$ cat config.mk
export PLATFORM = sky130hd
export DESIGN_NAME = hamming_decoder
export DESIGN_NICKNAME = d
export VERILOG_FILES = /design/src/rtl/hamming_decoder.sv
export SDC_FILE = /design/constraint.sdc
export NUM_CORES = 1
export LEC_CHECK = 0
export ABC_AREA = 1
export CORE_MARGIN = 2
export CORE_UTILIZATION = 35
export DETAILED_ROUTE_END_ITERATION = 12
export GPL_ROUTABILITY_DRIVEN = 0
export PLACE_DENSITY = 0.58
export SLEW_MARGIN = 40
export SYNTH_ARGS = -nofsm -noshare
export SYNTH_HDL_FRONTEND = slang
export SYNTH_SLANG_ARGS = --single-unit
$ cat constraint.sdc
create_clock -name i_clk -period 1.7 [get_ports i_clk]
set_input_delay 0.255 -clock i_clk [delete_from_list [all_inputs] [get_ports i_clk]]
set_output_delay 0.255 -clock i_clk [all_outputs]
set_load 0.01 [all_outputs]
$ cat src/rtl/hamming_decoder.sv
// Hamming(7,4) single-error-correcting decoder.
// Two register stages: stage 1 captures the codeword and its syndrome,
// stage 2 holds the corrected nibble, the error status and a saturating
// count of corrected words.
module hamming_decoder #(
    parameter int CNT_W = 16
) (
    input  logic             i_clk,
    input  logic             i_rst_n,
    input  logic [6:0]       i_data,
    input  logic             i_dv,
    input  logic             i_clr_cnt,
    output logic [3:0]       o_data,
    output logic             o_dv,
    output logic             o_err,
    output logic [2:0]       o_err_pos,
    output logic [2:0]       o_syndrome,
    output logic [CNT_W-1:0] o_err_cnt
);

    // Syndrome {s2,s1,s0} of a received codeword; zero for a valid codeword.
    function automatic logic [2:0] calc_syndrome(input logic [6:0] r);
        logic s0, s1, s2;
        s0 = r[4] ^ r[0] ^ r[1] ^ r[2];
        s1 = r[5] ^ r[1] ^ r[2] ^ r[3];
        s2 = r[6] ^ r[0] ^ r[1] ^ r[3];
        return {s2, s1, s0};
    endfunction

    // Codeword bit index named by a nonzero syndrome; 0 for a clean word.
    function automatic logic [2:0] syn_to_pos(input logic [2:0] syn);
        logic [2:0] pos;
        case (syn)
            3'b101:  pos = 3'd0;
            3'b111:  pos = 3'd1;
            3'b011:  pos = 3'd2;
            3'b110:  pos = 3'd3;
            3'b001:  pos = 3'd4;
            3'b010:  pos = 3'd5;
            3'b100:  pos = 3'd6;
            default: pos = 3'd0;
        endcase
        return pos;
    endfunction

    // Increment that sticks at all-ones instead of wrapping.
    function automatic logic [CNT_W-1:0] sat_inc(input logic [CNT_W-1:0] v);
        return (&v) ? v : v + CNT_W'(1);
    endfunction

    logic [6:0]       code_p1_q;
    logic [2:0]       syn_p1_q;
    logic             vld_p1_q;

    logic [3:0]       data_p2_q, data_p2_d;
    logic             err_p2_q, err_p2_d;
    logic [2:0]       pos_p2_q, pos_p2_d;
    logic [2:0]       syn_p2_q, syn_p2_d;
    logic             vld_p2_q;
    logic [CNT_W-1:0] cnt_q, cnt_d;

    logic             err_p1;
    logic [2:0]       pos_p1;
    logic [6:0]       fixed_p1;

    // ---- stage 1: capture codeword, valid and syndrome ----
    always_ff @(posedge i_clk or negedge i_rst_n) begin
        if (!i_rst_n) begin
            code_p1_q <= '0;
            syn_p1_q  <= '0;
            vld_p1_q  <= 1'b0;
        end else begin
            code_p1_q <= i_data;
            syn_p1_q  <= calc_syndrome(i_data);
            vld_p1_q  <= i_dv;
        end
    end

    // ---- stage 2: correct the located bit, hold status across bubbles, count corrections ----
    always_comb begin
        err_p1    = |syn_p1_q;
        pos_p1    = syn_to_pos(syn_p1_q);
        fixed_p1  = err_p1 ? (code_p1_q ^ (7'b000_0001 << pos_p1)) : code_p1_q;

        data_p2_d = data_p2_q;
        err_p2_d  = err_p2_q;
        pos_p2_d  = pos_p2_q;
        syn_p2_d  = syn_p2_q;
        cnt_d     = cnt_q;

        if (vld_p1_q) begin
            data_p2_d = fixed_p1[3:0];
            err_p2_d  = err_p1;
            pos_p2_d  = pos_p1;
            syn_p2_d  = syn_p1_q;
        end

        // Clear wins over an increment landing on the same edge.
        if (i_clr_cnt) begin
            cnt_d = '0;
        end else if (vld_p1_q && err_p1) begin
            cnt_d = sat_inc(cnt_q);
        end
    end

    // Stage 2 registers; reset discards anything still in flight.
    always_ff @(posedge i_clk or negedge i_rst_n) begin
        if (!i_rst_n) begin
            data_p2_q <= '0;
            err_p2_q  <= 1'b0;
            pos_p2_q  <= '0;
            syn_p2_q  <= '0;
            vld_p2_q  <= 1'b0;
            cnt_q     <= '0;
        end else begin
            data_p2_q <= data_p2_d;
            err_p2_q  <= err_p2_d;
            pos_p2_q  <= pos_p2_d;
            syn_p2_q  <= syn_p2_d;
            vld_p2_q  <= vld_p1_q;
            cnt_q     <= cnt_d;
        end
    end

    assign o_data     = data_p2_q;
    assign o_dv       = vld_p2_q;
    assign o_err      = err_p2_q;
    assign o_err_pos  = pos_p2_q;
    assign o_syndrome = syn_p2_q;
    assign o_err_cnt  = cnt_q;

endmodule

==> impl_metrics.csv <==
group,metric,value,unit
sta,fin_ws,87.99,ps
pwr,p_clk_share,30.6,%
sta,final.setup_skew,3.943,ps
sta,drv_slew,0,
place,dp.final_hpwl,3130,um
yosys,synth_cells,221,
cells_and_area,final_nets,293,
yosys,synth_cell_types,23,
grt,gr-total-overflow,0,
clock_network,ctsHoldBuffers,0,
drt,totalWireLength,4423,um
critical_path,critPathCaptureType,"output pin",
clock_network,cts_tree,"done",
run,drv_cap,0,
pwr,p_sw_share,29.77,%
drt,dr.pass1.iters,4,
clock_network,cts_sinks,36,
clock_network,path_clk_slew,80,ps
critical_path,path_class,"flip-flop to output pin",
sta,grt_setup_unrepaired,"false",
clock_network,clkLatencyLatePin,290,ps
grt,grt_pass1_wl,7169,um
run_status,status,"finished, final reports clean",
pwr,ir_worst_vdd,0.4542,mV
yosys,synth.cell_area,0.001839,mm2
die,core_area,0.005075,mm2
clock_network,htreeDepth,2,
yosys,yosysSeqAreaShare,48.98,%
clock_network,clockBufferDepth,2,
sta,fin_crit_sh,94.82,%
die,ios,39,
sta,fmax,620.3,MHz
critical_path,cp.required,1440,ps
die,fp.dieW,76.49,um
die,die_y,76.49,um
critical_path,r2r-start,"o_err_cnt[8]",
die,start_util,36.24,%
clock_network,numCtsBuffers,5,
grt,grt_pass1_vias,1466,
sta,fin_crit,1612,ps
critical_path,cp.arrival,1360,ps
sta,tightest_slew,520.6,ps
critical_path,crit_start,"o_err_cnt[7]",
drt,drt_iter0_markers,95,
sta,setup_viol,0,
pwr,internal_power,0.001454,W
drt,wire_per_inst,12.57,um
grt,grt_util_all_layers,15.54,%
sta,setup-tns-final,0,ps
place,placed_cells,340,
yosys,syn_area_per_cell,8.322,um2
place,pre_cts_ws,77.02,ps
cells_and_area,fin_util,50.05,%
drt,ant_nets,0,
drt,route.detailed.drc,0,
cells_and_area,drive_gt1_share,14.54,%
die,dieArea,0.005851,mm2
die,std_cell_rows,26,
pwr,powerDensity,815.3,mW/mm2
pwr,p_switching,0.0006165,W
clock_network,root_buffer,"clkbuf_8",
sta,hold_viol_final,0,
grt,antenna_found_initial,0,
pwr,power.leakage,1.143,nW
drt,dr_total_vias,1610,
critical_path,crit_fanout,5,
sta,slew_headroom,65.26,%
drt,viasPerCell,4.574,
cells_and_area,syn_to_final_growth,38.10,%
yosys,syn_nets,233,
critical_path,worstSetupStartpointType,"flip-flop",
cells_and_area,fillers,509,
yosys,synth_seq_cells,36,
cells_and_area,stdcell_count,352,
pwr,p_seq_share,47.8,%
yosys,ys_warn_count,0,
worst_hold_path,hold_path.class,"input pin to asynchronous set/reset pin",
place,port-buffer-count,38,
cells_and_area,antenna_cells,0,
pwr,combPwrFrac,21.7,%
grt,grt_max_degree,37,
-- critical path: stages, from the launching register on --
cell and delay, ps:
dfrtp_1 380, buf_4 150, clkdlybuf4s50_1 530
-- repair_timing --
item	CTS	global route
setup endpoints to repair	0	16
buffers inserted	0	3
gates resized for setup	0	4
-- cell type report --
class | instances | area [um2] | area share [%]
flip-flops and latches | 36 | 905.9 | 35.66
multi-input cells | 166 | 865.8 | 34.09
repair buffers | 56 | 528.0 | 20.79
well taps | 70 | 87.58 | 3.448
clock buffers | 5 | 68.82 | 2.709
inverters | 16 | 60.06 | 2.365
clock inverters | 3 | 23.77 | 0.9360
-- synthesized netlist by cell type (all sizes together) --
| cell | count | area (um2) |
|---|---|---|
| a21oi | 3 | 15.01 |
| buf | 2 | 16.26 |
| clkbuf | 2 | 7.510 |
| dfrtp | 36 | 900.9 |
| ha | 1 | 12.51 |
| inv | 16 | 60.06 |
| nand2 | 78 | 300.3 |
| nand3 | 9 | 45.04 |
| nand3b | 2 | 15.01 |
| nand4 | 14 | 87.58 |
| nor2 | 25 | 135.1 |
| o21ai | 9 | 45.04 |
| o21bai | 4 | 30.03 |
| o31ai | 1 | 7.510 |
| or2 | 2 | 12.51 |
| xnor2 | 8 | 70.07 |
| xor2 | 9 | 78.83 |
-- cells in the final DEF, fill, tap and decap left out, types with 2 or more instances in the layout --
master | Yosys | layout
nand2_1 | 77 | 77
clkdlybuf4s50_1 | 0 | 38
dfrtp_1 | 36 | 32
nor2_1 | 20 | 20
buf_4 | 0 | 17
inv_1 | 14 | 14
nand4_1 | 14 | 14
xor2_1 | 9 | 9
o21ai_0 | 9 | 9
nand3_1 | 9 | 9
xnor2_1 | 8 | 8
clkbuf_8 | 0 | 5
nor2_4 | 3 | 4
o21bai_1 | 4 | 4
dfrtp_2 | 0 | 4
a21oi_1 | 3 | 3
inv_2 | 2 | 2
or2_2 | 2 | 2
nand3b_1 | 2 | 2
clkinvlp_4 | 0 | 2
-- worst paths after layout --
path	endpoint	cells past startpoint	slack (ps)
setup / recovery	o_err_cnt[7]	2	90
setup reg to reg	o_err_cnt[7]	9	110
min in group i_clk	vld_p1_q	1	430
hold reg to reg	o_syndrome[1]	2	480
hold / removal	code_p1_q[2]	2	370
max in group asynchronous	o_err_cnt[8]	2	990
-- state kept, by name (all words and copies together), names as in the netlist --
register	count
o_err	1
o_dv	1
code_p1_q	4
o_data	4
vld_p1_q	1
o_err_cnt	16
o_err_pos	3
syn_p1_q	3
o_syndrome	3
-- per-stage QoR --
stage,instance area [um2],total power (W),hold slack (ps)
after floorplan,1839,0.001197,-40.59
after global placement,2396,0.001431,462.4
after detailed placement,2396,0.001433,461.4
after CTS,2489,0.002063,389.9
after global routing,2540,0.002179,414.2
final,2540,0.002071,369.1
-- logic make-up after synthesis --
| group | count (synthesis) | synth area share, % |
|---|---|---|
| flip-flops | 36 | 48.98 |
| AND/OR/NAND/NOR | 130 | 32.38 |
| buffers and inverters | 20 | 4.558 |
| AO/OA/AOI/OAI | 17 | 5.306 |
| adder cells (fa/ha/maj) | 1 | 0.6802 |
| XOR/XNOR | 17 | 8.096 |
-- metal layers --
metal / wire [um] / global-route usage (%)
met1: 2199 / 22.31
met4: 90 / 6.000
met2: 1937 / 22.83
met5: 0 / 0
met3: 197 / 3.436
-- power by group through the flow --
| stage | Combinational [W] | Clock [W] | Sequential, W |
|---|---|---|---|
| after floorplan | 0.000165 | 0 | 0.00103 |
| after global placement | 0.000425 | 0 | 0.00101 |
| after detailed placement | 0.000427 | 0 | 0.00101 |
| after CTS | 0.000429 | 0.000644 | 0.000990 |
| after global routing | 0.000493 | 0.000685 | 0.00100 |
| final | 0.000448 | 0.000633 | 0.000989 |
No activity file was read; power rests on OpenSTA's default activity.
